`src/rtl/uart_rx.sv`:
```
// ----------------------------------------------------------------------------
// uart_rx : serial receiver for the board UART link (counterpart of uart_tx).
//
// Recovers start / 8 data bits LSB-first / optional even parity / stop frames
// from the asynchronous rx pin. It uses a free-running fractional-accumulator
// tick at OVERSAMPLE x the line rate. Each good byte is presented as a
// one-clock rx_valid strobe.
//
// Optional feature: define UART_RX_PARITY_EN to expect one even-parity bit
// after the data bits. Without it, frames are 8N1 and parity_err is tied to 0.
//
// Ports
//   clk         in   1  system clock
//   reset       in   1  asynchronous reset, active-high
//   rx          in   1  serial line, asynchronous to clk, idle high
//   rx_data     out  8  last correctly received byte (held until the next one)
//   rx_valid    out  1  one-cycle strobe: rx_data updated this cycle
//   frame_err   out  1  one-cycle strobe: stop bit sampled low
//   parity_err  out  1  one-cycle strobe: parity mismatch
//   busy        out  1  high from start-bit acceptance until frame end
// ----------------------------------------------------------------------------
module uart_rx #(
    parameter int CLK_IN     = 40000000,
    parameter int BAUD_RATE  = 115200,
    parameter int OVERSAMPLE = 16
) (
    input  logic       clk,
    input  logic       reset,
    input  logic       rx,
    output logic [7:0] rx_data,
    output logic       rx_valid,
    output logic       frame_err,
    output logic       parity_err,
    output logic       busy
);

    localparam int SCNT_W = $clog2(OVERSAMPLE);

    localparam logic [27:0] STEP_W  = 28'(BAUD_RATE * OVERSAMPLE);
    localparam logic [27:0] LIMIT_W = 28'(CLK_IN);
    localparam logic [26:0] STEP    = 27'(BAUD_RATE * OVERSAMPLE);
    localparam logic [26:0] LIMIT   = 27'(CLK_IN);

    localparam logic [SCNT_W-1:0] HALF_M1 = SCNT_W'(OVERSAMPLE / 2 - 1);
    localparam logic [SCNT_W-1:0] FULL_M1 = SCNT_W'(OVERSAMPLE - 1);

    typedef enum logic [2:0] {
        WAIT_IDLE,
        IDLE,
        START,
        DATA,
        PARITY,
        STOP
    } state_t;

    state_t            state;
    logic [SCNT_W-1:0] scnt;
    logic [2:0]        bidx;
    logic [7:0]        shift;
    logic [26:0]       acc;
    logic [27:0]       acc_sum;
    logic              tick;
    logic              bit_centre;
    logic              rx_p0;
    logic              rx_s;

`ifdef UART_RX_PARITY_EN
    logic              par_bit;
    logic              parity_err_r;

    // Even parity: data bits plus parity bit must XOR to zero.
    function automatic logic parity_bad(input logic [7:0] d, input logic p);
        return (^d) ^ p;
    endfunction

    assign parity_err = parity_err_r;
`else
    assign parity_err = 1'b0;
`endif

    // ---- stage p0/p1: two-flop synchroniser for the asynchronous line ----
    always_ff @(posedge clk or posedge reset) begin
        if (reset) begin
            rx_p0 <= 1'b1;
            rx_s  <= 1'b1;
        end else begin
            rx_p0 <= rx;
            rx_s  <= rx_p0;
        end
    end

    // ---- oversample tick: fractional accumulator, free running ----
    // The wrapped value acc+STEP-CLK_IN is always below STEP, so 27-bit
    // modular arithmetic gives the exact remainder; only the compare needs
    // the carry bit.
    assign acc_sum = {1'b0, acc} + STEP_W;
    assign tick    = (acc_sum >= LIMIT_W);

    always_ff @(posedge clk or posedge reset) begin
        if (reset) begin
            acc <= '0;
        end else if (tick) begin
            acc <= acc + STEP - LIMIT;
        end else begin
            acc <= acc + STEP;
        end
    end

    assign bit_centre = tick && (scnt == FULL_M1);

    // ---- data capture: sampled at each data/parity bit centre ----
    always_ff @(posedge clk) begin
        if (state == DATA && bit_centre) begin
            shift <= {rx_s, shift[7:1]};
        end
`ifdef UART_RX_PARITY_EN
        if (state == PARITY && bit_centre) begin
            par_bit <= rx_s;
        end
`endif
    end

    // ---- frame FSM with registered strobes ----
    always_ff @(posedge clk or posedge reset) begin
        if (reset) begin
            state        <= WAIT_IDLE;
            scnt         <= '0;
            bidx         <= '0;
            rx_data      <= '0;
            rx_valid     <= 1'b0;
            frame_err    <= 1'b0;
            busy         <= 1'b0;
`ifdef UART_RX_PARITY_EN
            parity_err_r <= 1'b0;
`endif
        end else begin
            rx_valid     <= 1'b0;
            frame_err    <= 1'b0;
`ifdef UART_RX_PARITY_EN
            parity_err_r <= 1'b0;
`endif
            case (state)
                // Wait for the line to be seen high before arming, so a line
                // stuck low is not taken as an endless string of start bits.
                WAIT_IDLE: begin
                    if (tick && rx_s) begin
                        state <= IDLE;
                    end
                end

                IDLE: begin
                    if (!rx_s) begin
                        state <= START;
                        scnt  <= '0;
                    end
                end

                // Confirm the start bit at its centre; a pulse shorter than
                // half a bit is a glitch and is dropped silently.
                START: begin
                    if (tick) begin
                        if (scnt == HALF_M1) begin
                            if (!rx_s) begin
                                state <= DATA;
                                scnt  <= '0;
                                bidx  <= '0;
                                busy  <= 1'b1;
                            end else begin
                                state <= IDLE;
                            end
                        end else begin
                            scnt <= scnt + SCNT_W'(1);
                        end
                    end
                end

                DATA: begin
                    if (tick) begin
                        if (scnt == FULL_M1) begin
                            scnt <= '0;
                            bidx <= bidx + 3'd1;
                            if (bidx == 3'd7) begin
`ifdef UART_RX_PARITY_EN
                                state <= PARITY;
`else
                                state <= STOP;
`endif
                            end
                        end else begin
                            scnt <= scnt + SCNT_W'(1);
                        end
                    end
                end

                PARITY: begin
                    if (tick) begin
                        if (scnt == FULL_M1) begin
                            scnt  <= '0;
                            state <= STOP;
                        end else begin
                            scnt <= scnt + SCNT_W'(1);
                        end
                    end
                end

                // Decide at the stop-bit centre; returning to IDLE here (mid
                // stop bit) lets a back-to-back start edge be caught.
                STOP: begin
                    if (tick) begin
                        if (scnt == FULL_M1) begin
                            scnt <= '0;
                            busy <= 1'b0;
                            if (!rx_s) begin
                                frame_err <= 1'b1;
                                state     <= WAIT_IDLE;
`ifdef UART_RX_PARITY_EN
                            end else if (parity_bad(shift, par_bit)) begin
                                parity_err_r <= 1'b1;
                                state        <= IDLE;
`endif
                            end else begin
                                rx_valid <= 1'b1;
                                rx_data  <= shift;
                                state    <= IDLE;
                            end
                        end else begin
                            scnt <= scnt + SCNT_W'(1);
                        end
                    end
                end

                default: state <= WAIT_IDLE;
            endcase
        end
    end

endmodule
```
`config.mk`:
```
export PLATFORM = sky130hd
export DESIGN_NAME = uart_rx
export DESIGN_NICKNAME = d
export VERILOG_FILES = /design/src/rtl/uart_rx.sv
export SDC_FILE = /design/constraint.sdc
export NUM_CORES = 1
export LEC_CHECK = 0
export CORE_MARGIN = 5
export CORE_UTILIZATION = 54
export CTS_CLUSTER_SIZE = 28
export DETAILED_ROUTE_END_ITERATION = 10
export PLACE_DENSITY = 0.79
export SLEW_MARGIN = 20
export SYNTH_ARGS = -nofsm -noshare
export SYNTH_HDL_FRONTEND = slang
export SYNTH_SLANG_ARGS = --single-unit
```
`constraint.sdc`:
```
create_clock -name clk -period 2.6 [get_ports clk]
set_input_delay 0.39 -clock clk [delete_from_list [all_inputs] [get_ports clk]]
set_output_delay 0.39 -clock clk [all_outputs]
set_load 0.05 [all_outputs]
```
==> out/metrics.yaml <==
global_routing:
  grt_pass1_vias: 2291
  track_usage: 0.201
  grt_pass1_wl_mm: 10.4
  grt_start_max_net_pins: 42
  grt_overflow: 0
  antenna_found_initial: 0
finish:
  fin_nets: 337
  diodes: 0
  final_common_cell: "buf_4"
  drive_gt1_frac: 0.312
  final_cell_count_no_fill: 397
  synthToLayoutAreaGrowth_pct: 29.0
  final_util: 0.713
  layout_common_cells: "40 x buf_4, 37 x dfrtp_1, 15 x nor2_1, 15 x xnor2_1, 14 x o21ai_0"
critical_path:
  endpoint_kind: "flop"
  reg2reg_slack_ps: 4
  crit_path_top_delay_cell: "dfrtp_1"
  path_cells: "buf_4 > and2_2 > a21oi_4 > mux2i_2 > o311ai_2 > and3_4 > or4_1 > a31oi_1 > xor2_1"
  path_class: "flop to flop"
  required_ps: 2830
  cp-start-kind: "flop"
  critPathArrivalTime_ps: 2830
  cp_slowest_stage_delay_ps: 420
  cp_max_fo: 6
die:
  die_x_um: 81.8
  coreArea_mm2: 0.00504
  die_y_um: 81.8
  start_util: 0.552
  rows: 26
  ios: 15
  dieArea_mm2: 0.00669
cts:
  cts.sinks: 49
  cts_buffers: 5
  cts_root_buf: "clkbuf_8"
  tritoncts: "built"
  path_clk_slew_ps: 100
  ctsHoldBuffers: 0
  cts_max_level: 2
  clkLatencyLatePin_ps: 300
  clk_path_buf_depth: 2
synth:
  synth_top_area_frac: 0.350
  synth_edf_count: 8
  ys_warn_count: 0
  netlist_instances: 277
  synth_cell_types: 61
  synthFlopType: "dfrtp_1"
  yosys-top-cells-area: "dfrtp_1 35%, edfxtp_1 8.6%, xnor2_1 5.3%"
  synth_seq_area_share: 0.456
  ys_ff_latch: 49
  syn_avg_cell_area_um2: 10.1
  syn-num-nets: 288
  yosys.area.top_type: "dfrtp_1"
  syn_area_mm2: 0.00279
  synth-async-reset-ratio: 0.837
timing:
  layout_setup_ws_ps: 4.04
  worst_pin_slew_ps: 565
  max_freq_mhz: 385
  rsz0062_at_grt: "true"
  fin_crit_ps: 2600
  timing.hold.ws_ps: 363
  skew_ps: 6.86
  finalHoldViolCount: 0
  final_max_slew_viol_count: 0
  min_period_over_period: 0.998
  slew-limit-headroom: 0.622
  finalSetupViolCount: 0
placed_design:
  place_congestion: 0.930
  detailed_place_hpwl_mm: 4.38
  dp_slack_ps: -114
  io_buffers: 13
  dp.cells: 382
job:
  maxCapViolCount: 0
outcome:
  outcome: "finished, final reports clean"
drt:
  detail_route.first_pass.iterations: 4
  vias_per_cell: 5.86
  wire_per_inst_um: 16.8
  drc_errors: 0
  routed_wirelength_mm: 6.66
  final_antenna_net_count: 0
  drt-initial-drc-count: 231
  dr_total_vias: 2326
power_and_ir_drop:
  ir_drop_mv: 0.428
  powerDensity_mw_per_mm2: 423
  power.leakage_nw: 1.57
  total_power_mw: 1.52
min_path:
  worst_hold_path_type: "flop to flop"
-- per-layer routing --
| layer | global-route usage | up-vias | wire, µm |
|---|---|---|---|
| li1 | - | 1094 | - |
| met1 | 0.260 | 1147 | 2830 |
| met2 | 0.338 | 69 | 3390 |
| met3 | 0.0406 | 16 | 311 |
| met4 | 0.0648 | 0 | 137 |
| met5 | 0 | - | 0 |
-- cells in the mapped netlist (3+ instances only) --
cell	n
dfrtp_1	39
nor2_1	17
xnor2_1	17
a21oi_1	16
o21ai_0	15
nand2_1	14
nand3_1	13
inv_1	12
mux2_2	11
nor3_1	9
edfxtp_1	8
ha_1	8
xor2_1	8
buf_4	5
clkbuf_1	5
nand2b_1	5
nand4_1	5
and3_1	4
buf_2	4
or3_1	4
a31oi_1	3
nor2b_1	3
o211ai_1	3
o31ai_1	3
-- power by group --
group	internal (mW)	switching [mW]
clock network	0.387	0.266
registers	0.787	0.0183
logic	0.0209	0.0415
-- through the flow --
step | cell area (µm²) | TNS (ps)
after floorplan | 2810 | 0
after global placement | 3220 | -300
after detailed placement | 3220 | -1850
after CTS | 3390 | 0
after global routing | 3590 | -182
final | 3590 | 0
-- cell families (layout without fill, tap and decap cells) --
group                      after synthesis  count (layout)  synth area share
AOI/OAI and AO/OA                       63              63             0.148
other                                    1               1           0.00135
and+or+nand+nor                         92              93             0.185
adders and majority gates                8               8            0.0359
muxes                                   12              12            0.0481
DFF                                     49              49             0.456
buffers and inverters                   27              76            0.0476
xor gates and xnor gates                25              25            0.0786
-- sequential cells by signal (all words and copies together) (netlist names) --
name	cells
acc	18
bidx	3
busy	1
frame_err	1
rx_data	8
rx_p0	1
rx_s	1
rx_valid	1
scnt	4
shift	8
state	3
-- worst max-delay path: cells and delay by family (launching register included) --
kind,cells,cell delay (ps)
AND/OR/NAND/NOR,3,880
flip-flops,1,420
multiplexers,1,280
buffers and inverters,1,180
AO/OA/AOI/OAI,3,600
XOR/XNOR,1,160
-- worst paths after layout --
| kind | startpoint | to | cells past startpoint |
|---|---|---|---|
| max reg2reg | acc[14] | acc[16] | 9 |
| min | rx_p0 | rx_s | 0 |
| max | acc[14] | acc[16] | 9 |
| max in group asynchronous | reset | acc[16] | 3 |
| min reg2reg | rx_p0 | rx_s | 0 |
| min in group asynchronous | reset | rx_data[5] | 3 |
-- what timing repair did --
action,in CTS,in global routing
gates cloned,1,0
resized for setup,10,28
setup endpoints to repair,31,42
setup buffers,0,6
pin swaps,2,10
-- final cells by class --
cell class                 count  area (µm²)
clock buffer                   5        68.8
clock inverter                 3        68.8
fill                         345        1450
inverter                      12        45.0
multi-input combinational    202        1590
sequential                    49        1270
tap                           70        87.6
timing repair buffer          56         458
Power figures use the tool's default switching activity.
